--- src/rtl/button_event_arbiter_if.sv ---
// Event handshake bundle between the button front end (master) and its consumer (slave).
// Carries raw button levels in, and the offered event, pending flags and overflow pulse out.
interface button_event_arbiter_if #(
    parameter int N_BTN = 5,
    parameter int ID_W  = 3
);
    logic [N_BTN-1:0] i_BTN;
    logic             o_VALID;
    logic [ID_W-1:0]  o_BTN_ID;
    logic             i_READY;
    logic [N_BTN-1:0] o_PEND;
    logic             o_OVERFLOW;

    modport master (
        input  i_BTN, i_READY,
        output o_VALID, o_BTN_ID, o_PEND, o_OVERFLOW
    );

    modport slave (
        output i_BTN, i_READY,
        input  o_VALID, o_BTN_ID, o_PEND, o_OVERFLOW
    );
endinterface

--- src/rtl/button_event_arbiter.sv ---
// Debounced push-button events, offered one at a time with round-robin priority.
// Stable press -> o_PEND one cycle later -> o_VALID one cycle after that; the offer holds while i_READY is low.
module button_event_arbiter #(
    parameter int N_BTN        = 5,
    parameter int ID_W         = 3,
    parameter int DEBOUNCE_CYC = 1000000
) (
    input  logic                   i_CLK,
    input  logic                   i_RST_N,
    button_event_arbiter_if.master bus
);
    localparam int              CNT_W   = $clog2(DEBOUNCE_CYC) + 1;
    localparam logic [CNT_W-1:0] CNT_MAX = CNT_W'(DEBOUNCE_CYC - 1);

    typedef enum logic {S_IDLE, S_OFFER} state_t;

    logic [N_BTN-1:0] sync1_q, sync2_q;
    logic [N_BTN-1:0] stable_q, stable_d;
    logic [N_BTN-1:0] press_q, press_d;
    logic [N_BTN-1:0] pend_q, pend_d;
    logic [CNT_W-1:0] cnt_q [N_BTN];
    logic [CNT_W-1:0] cnt_d [N_BTN];
    state_t           state_q, state_d;
    logic [ID_W-1:0]  id_q, id_d;
    logic [ID_W-1:0]  rr_q, rr_d;
    logic             ovf_q, ovf_d;
    logic [N_BTN-1:0] accept_mask;
    logic             sel_found;
    logic [ID_W-1:0]  sel_id;

    // A level change is accepted only after it has held for DEBOUNCE_CYC cycles.
    always_comb begin
        stable_d = stable_q;
        press_d  = '0;
        for (int i = 0; i < N_BTN; i++) begin
            cnt_d[i] = '0;
            if (sync2_q[i] != stable_q[i]) begin
                if (cnt_q[i] == CNT_MAX) begin
                    stable_d[i] = sync2_q[i];
                    press_d[i]  = sync2_q[i];
                end else begin
                    cnt_d[i] = cnt_q[i] + CNT_W'(1);
                end
            end
        end
    end

    // Round-robin pick: lowest pending index at or above rr_q, else lowest overall.
    always_comb begin
        sel_found = 1'b0;
        sel_id    = '0;
        for (int j = 0; j < N_BTN; j++) begin
            if (!sel_found && pend_q[j] && (j >= int'(rr_q))) begin
                sel_found = 1'b1;
                sel_id    = ID_W'(j);
            end
        end
        for (int j = 0; j < N_BTN; j++) begin
            if (!sel_found && pend_q[j]) begin
                sel_found = 1'b1;
                sel_id    = ID_W'(j);
            end
        end
    end

    always_comb begin
        state_d     = state_q;
        id_d        = id_q;
        rr_d        = rr_q;
        accept_mask = '0;
        case (state_q)
            S_IDLE: begin
                if (sel_found) begin
                    id_d    = sel_id;
                    state_d = S_OFFER;
                end
            end
            S_OFFER: begin
                if (bus.i_READY) begin
                    for (int j = 0; j < N_BTN; j++) begin
                        accept_mask[j] = (id_q == ID_W'(j));
                    end
                    rr_d    = (id_q == ID_W'(N_BTN - 1)) ? '0 : id_q + ID_W'(1);
                    state_d = S_IDLE;
                end
            end
            default: state_d = S_IDLE;
        endcase
        // A new press colliding with its own accept re-arms the flag instead of overflowing.
        pend_d = (pend_q & ~accept_mask) | press_q;
        ovf_d  = |(press_q & pend_q & ~accept_mask);
    end

    always_ff @(posedge i_CLK or negedge i_RST_N) begin
        if (!i_RST_N) begin
            sync1_q  <= '0;
            sync2_q  <= '0;
            stable_q <= '0;
            press_q  <= '0;
            pend_q   <= '0;
            for (int i = 0; i < N_BTN; i++) begin
                cnt_q[i] <= '0;
            end
            state_q  <= S_IDLE;
            id_q     <= '0;
            rr_q     <= '0;
            ovf_q    <= 1'b0;
        end else begin
            sync1_q  <= bus.i_BTN;
            sync2_q  <= sync1_q;
            stable_q <= stable_d;
            press_q  <= press_d;
            pend_q   <= pend_d;
            for (int i = 0; i < N_BTN; i++) begin
                cnt_q[i] <= cnt_d[i];
            end
            state_q  <= state_d;
            id_q     <= id_d;
            rr_q     <= rr_d;
            ovf_q    <= ovf_d;
        end
    end

    assign bus.o_VALID    = (state_q == S_OFFER);
    assign bus.o_BTN_ID   = id_q;
    assign bus.o_PEND     = pend_q;
    assign bus.o_OVERFLOW = ovf_q;
endmodule
--- src/flat_wrapper.sv ---
// flat-port wrapper written by rule: the top's interface ports become plain ports
module button_event_arbiter_flat 
#(
    parameter int N_BTN        = 5,
    parameter int ID_W         = 3,
    parameter int DEBOUNCE_CYC = 1000000
)
  (i_CLK, i_RST_N, bus_i_BTN, bus_i_READY, bus_o_VALID, bus_o_BTN_ID, bus_o_PEND, bus_o_OVERFLOW);
  button_event_arbiter_if #(.N_BTN(N_BTN), .ID_W(ID_W)) bus_i ();
  input  logic i_CLK;
  input  logic i_RST_N;
  input wire logic [$bits(bus_i.i_BTN)-1:0] bus_i_BTN;
  input wire logic [$bits(bus_i.i_READY)-1:0] bus_i_READY;
  output wire logic [$bits(bus_i.o_VALID)-1:0] bus_o_VALID;
  output wire logic [$bits(bus_i.o_BTN_ID)-1:0] bus_o_BTN_ID;
  output wire logic [$bits(bus_i.o_PEND)-1:0] bus_o_PEND;
  output wire logic [$bits(bus_i.o_OVERFLOW)-1:0] bus_o_OVERFLOW;
  assign bus_i.i_BTN = bus_i_BTN;
  assign bus_i.i_READY = bus_i_READY;
  assign bus_o_VALID = bus_i.o_VALID;
  assign bus_o_BTN_ID = bus_i.o_BTN_ID;
  assign bus_o_PEND = bus_i.o_PEND;
  assign bus_o_OVERFLOW = bus_i.o_OVERFLOW;
  button_event_arbiter #(.N_BTN(N_BTN), .ID_W(ID_W), .DEBOUNCE_CYC(DEBOUNCE_CYC)) u_core (.i_CLK(i_CLK), .i_RST_N(i_RST_N), .bus(bus_i));
endmodule
--- config.mk ---
export PLATFORM = sky130hd
export DESIGN_NAME = button_event_arbiter_flat
export DESIGN_NICKNAME = d
export VERILOG_FILES = /design/src/rtl/button_event_arbiter_if.sv /design/src/rtl/button_event_arbiter.sv /design/src/flat_wrapper.sv
export SDC_FILE = /design/constraint.sdc
export NUM_CORES = 1
export LEC_CHECK = 0
export BUFFER_PORTS_ARGS = -buffer_cell sky130_fd_sc_hd__clkbuf_2
export CELL_PAD_IN_SITES_DETAIL_PLACEMENT = 0
export CELL_PAD_IN_SITES_GLOBAL_PLACEMENT = 1
export CORE_MARGIN = 2
export CORE_UTILIZATION = 40
export CTS_BUF_LIST = sky130_fd_sc_hd__clkbuf_2
export DETAILED_ROUTE_END_ITERATION = 16
export MAX_ROUTING_LAYER = met4
export PLACE_DENSITY = 0.77
export SLEW_MARGIN = 20
export SYNTH_ARGS = -nofsm -noshare
export SYNTH_HDL_FRONTEND = slang
export SYNTH_SLANG_ARGS = --single-unit
--- constraint.sdc ---
create_clock -name i_CLK -period 4.4 [get_ports i_CLK]
set_input_delay 0.66 -clock i_CLK [delete_from_list [all_inputs] [get_ports i_CLK]]
set_output_delay 0.66 -clock i_CLK [all_outputs]
set_load 0.05 [all_outputs]
==> results of run 1 <==
worst register-to-register path, stage by stage (launching register included):
cell     delay (ns)
dfrtp_1        0.43
and3_1         0.39
nand2_1        0.31
o41ai_2        0.84
buf_4          0.32
nor2_1         0.07
through the flow:
stage / hold WS [ns] / power (mW) / cell area, µm² / setup WS [ns] / utilization
5_1_grt: 0.244 / 2.20 / 7230 / 1.68 / 0.442
3_5_place_dp: 0.336 / 1.43 / 6970 / 1.98 / 0.426
6_report: 0.343 / 2.08 / 7230 / 1.96 / 0.442
2_1_floorplan: 0.331 / 1.37 / 6610 / 2.42 / -
3_3_place_gp: 0.334 / 1.42 / 6970 / 2.14 / 0.426
4_1_cts: 0.00218 / 2.12 / 7200 / 1.96 / 0.440
power by group through the flow:
stage                     Sequential [mW]  Combinational (mW)  Clock [mW]
after floorplan                      1.33              0.0447           0
after global placement               1.33              0.0938           0
after detailed placement             1.33              0.0962           0
after CTS                            1.31              0.0988       0.713
after global routing                 1.31               0.113       0.779
final                                1.31              0.0975       0.678
routing by layer:
| layer | up-vias | wire [µm] | part of all wire |
|---|---|---|---|
| met1 | 2449 | 6180 | 0.48 |
| met4 | 0 | 95 | 0.0073 |
| met5 | - | 0 | 0 |
| met2 | 55 | 6360 | 0.49 |
| li1 | 2439 | - | - |
| met3 | 9 | 375 | 0.029 |
state kept, by name, summed over array words and instances, names as in the netlist:
signal,cells
u_core.bus.o_OVERFLOW,1
u_core.stable_q,5
u_core.press_q,5
u_core.cnt_q,105
u_core.rr_q,3
u_core.sync2_q,5
u_core.bus.o_VALID,1
u_core.bus.o_BTN_ID,3
u_core.bus.o_PEND,5
u_core.sync1_q,5
logic make-up after synthesis:
family,after synthesis,share of synthesized area
xor gates and xnor gates,66,0.0874
adders and majority gates,10,0.0189
DFF,138,0.522
and+or+nand+nor,305,0.251
AOI/OAI and AO/OA,96,0.0878
muxes,5,0.00851
buffers and inverters,41,0.0238
cell usage in the layout (no fill, tap or decap), types with 2 or more instances in the layout:
| cell type | count |
|---|---|
| ha_1 | 10 |
| mux2_2 | 5 |
| or3_1 | 21 |
| bufinv_16 | 2 |
| inv_1 | 17 |
| or4_1 | 24 |
| dfrtp_1 | 138 |
| and4_1 | 11 |
| a21o_1 | 4 |
| nand4_1 | 33 |
| xor2_1 | 48 |
| nor4b_1 | 8 |
| clkinv_2 | 3 |
| o21ai_0 | 24 |
| nor2_1 | 78 |
| dlygate4sd3_1 | 6 |
| and4b_1 | 2 |
| o41ai_2 | 2 |
| a211oi_1 | 3 |
| nand3_1 | 41 |
| nor3_1 | 9 |
| or2_2 | 2 |
| a21oi_1 | 36 |
| nor3b_1 | 3 |
| o31ai_2 | 3 |
| xnor2_1 | 18 |
| o31ai_1 | 16 |
| buf_4 | 7 |
| and3_1 | 13 |
| clkbuf_2 | 35 |
| nand2_1 | 39 |
| nand3b_1 | 2 |
| and2_1 | 7 |
| nor4_1 | 5 |
| clkinv_1 | 4 |
Yosys cell counts (all sizes together), types with 3 or more instances:
library cell	n	area, µm²
a211oi	3	22.5
a21o	4	30.0
a21oi	36	180
and2	7	43.8
and3	13	81.3
and4	11	96.3
buf	4	18.8
clkbuf	20	75.1
dfrtp	138	3450
ha	10	125
inv	17	63.8
mux2	5	56.3
nand2	39	146
nand3	42	215
nand4	34	219
nor2	78	293
nor3	9	45.0
nor3b	3	22.5
nor4	5	31.3
nor4b	8	70.1
o21ai	24	120
o31ai	19	143
or3	22	139
or4	24	180
xnor2	18	158
xor2	48	420
final cells by class:
type,count,area [µm²],share of cell area
flip-flops and latches,138,3450,0.478
multi-input cells,482,3030,0.419
well taps,220,275,0.0381
repair buffers,30,204,0.0282
clock inverters,11,106,0.0147
clock buffers,19,95.1,0.0131
inverters,17,63.8,0.00882
diodes,1,2.50,0.000346
worst paths after layout:
path                                         from                end  cells past startpoint
worst max-delay path             u_core.cnt_q[23]   u_core.cnt_q[29]                      5
worst min-delay path                  bus_i_READY     u_core.rr_q[2]                      3
worst max register to register   u_core.cnt_q[23]   u_core.cnt_q[29]                      5
worst min register to register  u_core.sync1_q[2]  u_core.sync2_q[2]                      0
max in group asynchronous                 i_RST_N    u_core.cnt_q[7]                      3
min in group asynchronous                 i_RST_N   u_core.cnt_q[34]                      2
==> flow_summary.ini, run 1 <==
[global_routing]
grt_pass1_wl_um = 22800
overflow = 0
use_met3 = 0.0421
grt_start_max_net_pins = 69
use_met2 = 0.258
antenna_found_initial = 1
grt.busiest_layer = met2
use_met1 = 0.206
grt_pass1_vias = 4921
grtUsageTotal = 0.163

[place]
routabilityCongestion = 0.820
port-buffer-count = 17
place_inst = 881
dp_hpwl_um = 9000

[synthesis]
synth_cells = 661
syn-num-nets = 679
ys.flop_type = dfrtp_1
syn_area_mm2 = 0.00661
synth_warnings = 0
synthDistinctLibCells = 46
synth-seq-area-share = 0.522
synthArstFlopShare = 1.00
ys_ff_latch = 138
synth_edf_count = 0
avgSynthCellArea_um2 = 10.0

[sta]
fmax_ghz = 0.410
period_share = 0.554
min_period_ns = 2.44
setup_viol = 0
hold_viol = 0
tightest_slew_ns = 0.958
relSlewSlack = 0.354
slew_violations = 0
clock_skew_ns = 0.0176
setup-tns-final_ns = 0
rsz0062_at_grt = false

[status]
outcome = finished clean

[power_and_ir_drop]
ir_drop_mv = 0.163
p_per_area_mw_per_mm2 = 288
seqPwrFrac = 0.628
power.internal_mw = 1.57
p_switching_uw = 516
power_frac_comb = 0.047
switching_share = 0.248
leakage_nw = 3.09
p_clk_frac = 0.326

[floorplan]
initial_core_util = 0.404
die_height_um = 133
die_x_um = 133
num_rows = 47
core_mm2 = 0.0163
io_pins = 18
dieArea_mm2 = 0.0176

[routing]
dr.pass1.iters = 4
wl_per_cell_um = 14.2
viasPerCell = 5.39
vias = 4952
routed_wl_um = 13000
dr.first_iter.drc_count = 365
drc = 0
antenna_left = 0

[setup_path]
critical_path_peak_fanout = 11
crit_type = flip-flop to flip-flop
crit_buf_inv = 1
critPathRequiredTime_ns = 4.97
critPathArrivalTime_ns = 3.01
start_kind = flip-flop
cpPeakStageDelay_ns = 0.84
crit_family = compound AO/OA/AOI/OAI gates
cp-end-kind = flip-flop
crit_chain = and3_1, nand2_1, o41ai_2, buf_4, nor2_1
worst_path_max_delay_cell = o41ai_2
reg2reg_setup_slack_ns = 1.96

[clocking]
clkSlewWorstSetupHoldPaths_ns = 0.17
cts-resized-gates = 0
clkSinkCount = 138
clock-root-buffer = clkbuf_2
htreeDepth = 4
cts_buffers = 17
ctsHoldBuffers = 3
cts_setup_buffers = 0
clk_latency_ns = 0.67
cts_tree = yes
cts_max_path_buffers = 2

[finish]
n_fill_cell = 1604
drive_above_1_share = 0.0961
syn2layout_area_growth_pct = 9.37
fin_cells = 918
nets = 704

[run]
max-cap-violations = 0

[hold_path]
min_path_type = input port to flip-flop
Power figures use the tool's default switching activity.
==> run 2, diff against run 1 <==
clock period = 2.3 ns   (was 4.4 ns; I/O delays follow)
==> run 2 against run 1 <==
Critical path depth stayed put. Global-route usage is 0.54 points higher. Total power is 98% higher. Design area is 1.4% higher. Register-to-register slack worse by 1.8 ns. Routed wire length is 3.9% higher. Critical path type unchanged. Highest routed layer unchanged.
==> flow_summary.ini, run 2 (synthesis gave the netlist of run 1 again) <==
[floorplan]
die_height_um = 133
initial_core_util = 0.404
dieArea_mm2 = 0.0176
num_rows = 47
die_x_um = 133
core_mm2 = 0.0163
io_pins = 18

[finish]
n_antenna_cell = 0
layout_commonest_cell = dfrtp_1
multiInputGateArea_mm2 = 0.00303
regArea_mm2 = 0.00345
final_cell_mix = 138 x dfrtp_1, 78 x nor2_1, 48 x xor2_1, 41 x nand3_1, 39 x nand2_1
drive_above_1_share = 0.110
nets = 711
syn2layout_area_growth_pct = 10.9
regMostFlops = u_core.cnt_q
largest_reg_flops = 105
fin_cells = 926
n_fill_cell = 1618

[clocking]
clkSlewWorstSetupHoldPaths_ns = 0.20
cts_buffers = 17
cts-resized-gates = 0
clkSinkCount = 138
htreeDepth = 4
cts_max_path_buffers = 2
cts_tree = yes
clk_latency_ns = 0.69
clock-root-buffer = clkbuf_2

[setup_path]
start_kind = flip-flop
r2r-start = u_core.cnt_q[0]
worst_r2r_path_depth = 5
critPathRequiredTime_ns = 2.90
critical_path_peak_fanout = 5
reg2reg_setup_slack_ns = 0.17
cp-end-kind = flip-flop
crit_type = flip-flop to flip-flop
critPathArrivalTime_ns = 2.73
timing.rr.end = u_core.stable_q[4]

[routing]
routed.top_layer = met4
viasPerCell = 5.45
dr.first_iter.drc_count = 381
wl_per_cell_um = 14.6
drc = 0
antenna_left = 0
met3_wirelength_um = 499
dr.pass1.iters = 5
routed_wl_um = 13500
route.met2.wl_um = 6470
vias = 5043
drt-met1-wl_um = 6420

[power_and_ir_drop]
seqPwrFrac = 0.606
p_switching_mw = 1.09
leakage_nw = 3.13
ir_drop_mv = 0.291
switching_share = 0.265
p_clk_frac = 0.346
p_per_area_mw_per_mm2 = 562
power.internal_mw = 3.03
power_frac_comb = 0.048

[sta]
clock_skew_ns = 0.0383
relSlewSlack = 0.592
fmax_ghz = 0.469
hold_viol = 0
tightest_slew_ns = 0.606
setup_viol = 0
period_share = 0.926
min_period_ns = 2.13
setup-tns-final_ns = 0
rsz0062_at_grt = false
slew_violations = 0

[place]
routabilityCongestion = 0.843
dp_hpwl_um = 9420
place_inst = 887
port-buffer-count = 17

[global_routing]
grt_pass1_vias = 5045
grt_start_max_net_pins = 57
grt_pass1_wl_um = 23700
antenna_found_initial = 0
overflow = 0
grtUsageTotal = 0.169

[status]
outcome = finished clean

[run]
max-cap-violations = 0

[hold_path]
min_path_type = input port to asynchronous set/reset pin
-- run 2: worst max path at each step --
stage,from,to
5_1_grt,u_core.cnt_q[0],u_core.cnt_q[18]
3_5_place_dp,u_core.cnt_q[0],u_core.stable_q[4]
3_3_place_gp,u_core.cnt_q[0],u_core.stable_q[4]
6_report,u_core.cnt_q[0],u_core.stable_q[4]
2_1_floorplan,u_core.cnt_q[0],u_core.stable_q[4]
4_1_cts,u_core.cnt_q[0],u_core.stable_q[4]
-- run 2: layer usage --
metal	vias to the layer above	global-route usage
li1	2459	-
met1	2504	0.219
met2	72	0.258
met3	8	0.0464
met4	0	0.0514
met5	-	-
-- run 2: power groups by stage --
stage	Clock, mW	Sequential (mW)	Combinational (mW)
after floorplan	0	2.54	0.0854
after global placement	0	2.54	0.187
after detailed placement	0	2.54	0.193
after CTS	1.49	2.50	0.204
after global routing	1.60	2.51	0.224
final	1.43	2.50	0.197
-- run 2: final cells by class --
cell class | instances | share of cell area
clock buffers | 18 | 0.0123
clock inverters | 14 | 0.0205
inverters | 17 | 0.00870
multi-input cells | 482 | 0.413
flip-flops and latches | 138 | 0.471
well taps | 220 | 0.0375
repair buffers | 37 | 0.0370
-- run 2: timing repair --
| item | in CTS | in global routing |
|---|---|---|
| hold buffers | 7 | 0 |
| buffers inserted | 0 | 0 |
| endpoints found under the setup margin | 0 | 0 |
| endpoints found under the hold margin | 107 | 0 |
-- run 2: worst max-delay path: stages, from the launching register on --
cell     delay (ns)
dfrtp_1        0.43
ha_1           0.24
nand4_2        0.18
or2_2          0.35
or4_1          0.56
mux2_2         0.29
-- run 2: stage by stage --
step / area [µm²] / setup WS (ns) / hold WS, ns / power (mW) / utilization
after floorplan: 6610 / 0.322 / 0.0494 / 2.63 / -
after detailed placement: 7030 / 0.186 / 0.336 / 2.74 / 0.430
final: 7340 / 0.169 / 0.163 / 4.12 / 0.449
after CTS: 7340 / 0.158 / 0.0968 / 4.19 / 0.449
after global placement: 7030 / 0.215 / 0.336 / 2.73 / 0.430
after global routing: 7340 / 0.00943 / 0.0753 / 4.33 / 0.449
==> run 3, diff against run 2 <==
BUFFER_PORTS_ARGS = -buffer_cell sky130_fd_sc_hd__buf_2   (was -buffer_cell sky130_fd_sc_hd__clkbuf_2)
clock period = 2.5 ns   (was 2.3 ns; I/O delays follow)
==> run 3 against run 2 <==
Design area is 0.14% higher. Hold slack better by 0.068 ns. Critical path depth stayed put. Clock skew is 0.0030 ns lower. Combinational power is 8% lower. Critical path type unchanged.
==> flow_summary.ini, run 3 (synthesis gave the netlist of run 1 again) <==
[status]
outcome = finished clean

[place]
routabilityCongestion = 0.813
port-buffer-count = 17
dp_hpwl_um = 9100
place_inst = 888
place_area_mm2 = 0.00703
place_ws_ns = 0.375

[clocking]
cts_max_path_buffers = 2
clkSinkCount = 138
clkSlewWorstSetupHoldPaths_ns = 0.23
cts_buffers = 17
cts_tree = yes
cts_setup_buffers = 0
htreeDepth = 4
clk_latency_ns = 0.71
clock-root-buffer = clkbuf_2

[global_routing]
grtUsageTotal = 0.167
antenna_found_initial = 1
grt_pass1_wl_um = 23100
grt_pass1_vias = 4892
overflow = 0
grt_start_max_net_pins = 67

[finish]
n_fill_cell = 1641
utilization = 0.449
final_area_mm2 = 0.00735
drive_above_1_share = 0.109
fin_cells = 926
largest_reg_flops = 105
nets = 712
regMostFlops = u_core.cnt_q
final_cell_mix = 138 x dfrtp_1, 78 x nor2_1, 48 x xor2_1, 41 x nand3_1, 39 x nand2_1
syn2layout_area_growth_pct = 11.1
layout_commonest_cell = dfrtp_1

[setup_path]
reg2reg_setup_slack_ns = 0.34
critical_path_peak_fanout = 5
critPathRequiredTime_ns = 3.09
crit_family = simple AND/OR/NAND/NOR gates
worst_path_max_delay_cell = or4_1
crit_type = flip-flop to flip-flop
critPathArrivalTime_ns = 2.74
cpPeakStageDelay_ns = 0.56
cp-end-kind = flip-flop
crit_chain = ha_1, nand4_2, or2_2, or4_1, mux2_2
r2r-start = u_core.cnt_q[1]
crit_buf_inv = 0
start_kind = flip-flop
timing.rr.end = u_core.stable_q[4]
worst_r2r_path_depth = 5

[power_and_ir_drop]
ir_drop_mv = 0.262
p_total_mw = 3.82
p_per_area_mw_per_mm2 = 520
leakage_nw = 3.15

[routing]
wl_per_cell_um = 14.2
vias = 4959
dr.pass1.iters = 6
antenna_left = 0
dr.first_iter.drc_count = 274
viasPerCell = 5.36
drc = 0
routed_wl_um = 13200

[sta]
min_period_ns = 2.16
rsz0062_at_grt = false
setup-tns-final_ns = 0
fmax_ghz = 0.464
fin_ws_ns = 0.343
hold_viol = 0
setup_viol = 0
relSlewSlack = 0.590
clock_skew_ns = 0.0354
holdWs_ns = 0.230
tightest_slew_ns = 0.610
slew_violations = 0
period_share = 0.863

[floorplan]
initial_core_util = 0.404
num_rows = 47
die_height_um = 133
core_mm2 = 0.0163
dieArea_mm2 = 0.0176
io_pins = 18
die_x_um = 133

[hold_path]
min_path_type = input port to asynchronous set/reset pin

[run]
max-cap-violations = 0
run 3: cell count changes in the layout (fill, tap and decap cells not counted), sizes merged:
cell      previous run  this run
diode                0         1
clkinvlp             5         2
buf                 14        31
bufinv               2         3
clkbuf              34        18
run 3: worst reg2reg max path: cells and delay by family (launching register included):
family	cells	cell delay (ns)
and+or+nand+nor	3	1.09
adders and majority gates	1	0.23
DFF	1	0.42
muxes	1	0.29
run 3: layout make-up:
type                    instances  area (µm²)  area share
clock buffers                  18        90.1      0.0123
diodes                          1        2.50    0.000341
flip-flops and latches        138        3450       0.470
repair buffers                 38         279      0.0380
inverters                      17        63.8     0.00869
multi-input cells             482        3030       0.413
well taps                     220         275      0.0375
clock inverters                12         150      0.0204
run 3: what timing repair did:
item                                    4_1_cts  5_1_grt
endpoints found under the setup margin        0        0
hold endpoints to repair                     73        0
resized for setup                             0        0
hold buffers                                  7        0
run 3: worst max path at each step:
stage | start | to | cells after the start
6_report | u_core.cnt_q[1] | u_core.stable_q[4] | 5
5_1_grt | u_core.cnt_q[1] | u_core.stable_q[4] | 5
4_1_cts | u_core.cnt_q[1] | u_core.stable_q[4] | 5
3_5_place_dp | u_core.cnt_q[0] | u_core.stable_q[4] | 5
3_3_place_gp | u_core.cnt_q[0] | u_core.stable_q[4] | 5
2_1_floorplan | u_core.cnt_q[0] | u_core.stable_q[4] | 5
run 3: where the power goes:
group          internal (mW)  switching (mW)
clock network          0.547           0.793
registers               2.27          0.0348
logic                 0.0614           0.120
total                   2.87           0.948
run 3: layer usage:
metal	routed length [µm]	global-route usage
met5	0	-
met4	150	0.0597
met3	384	0.0395
met2	6390	0.261
met1	6260	0.212
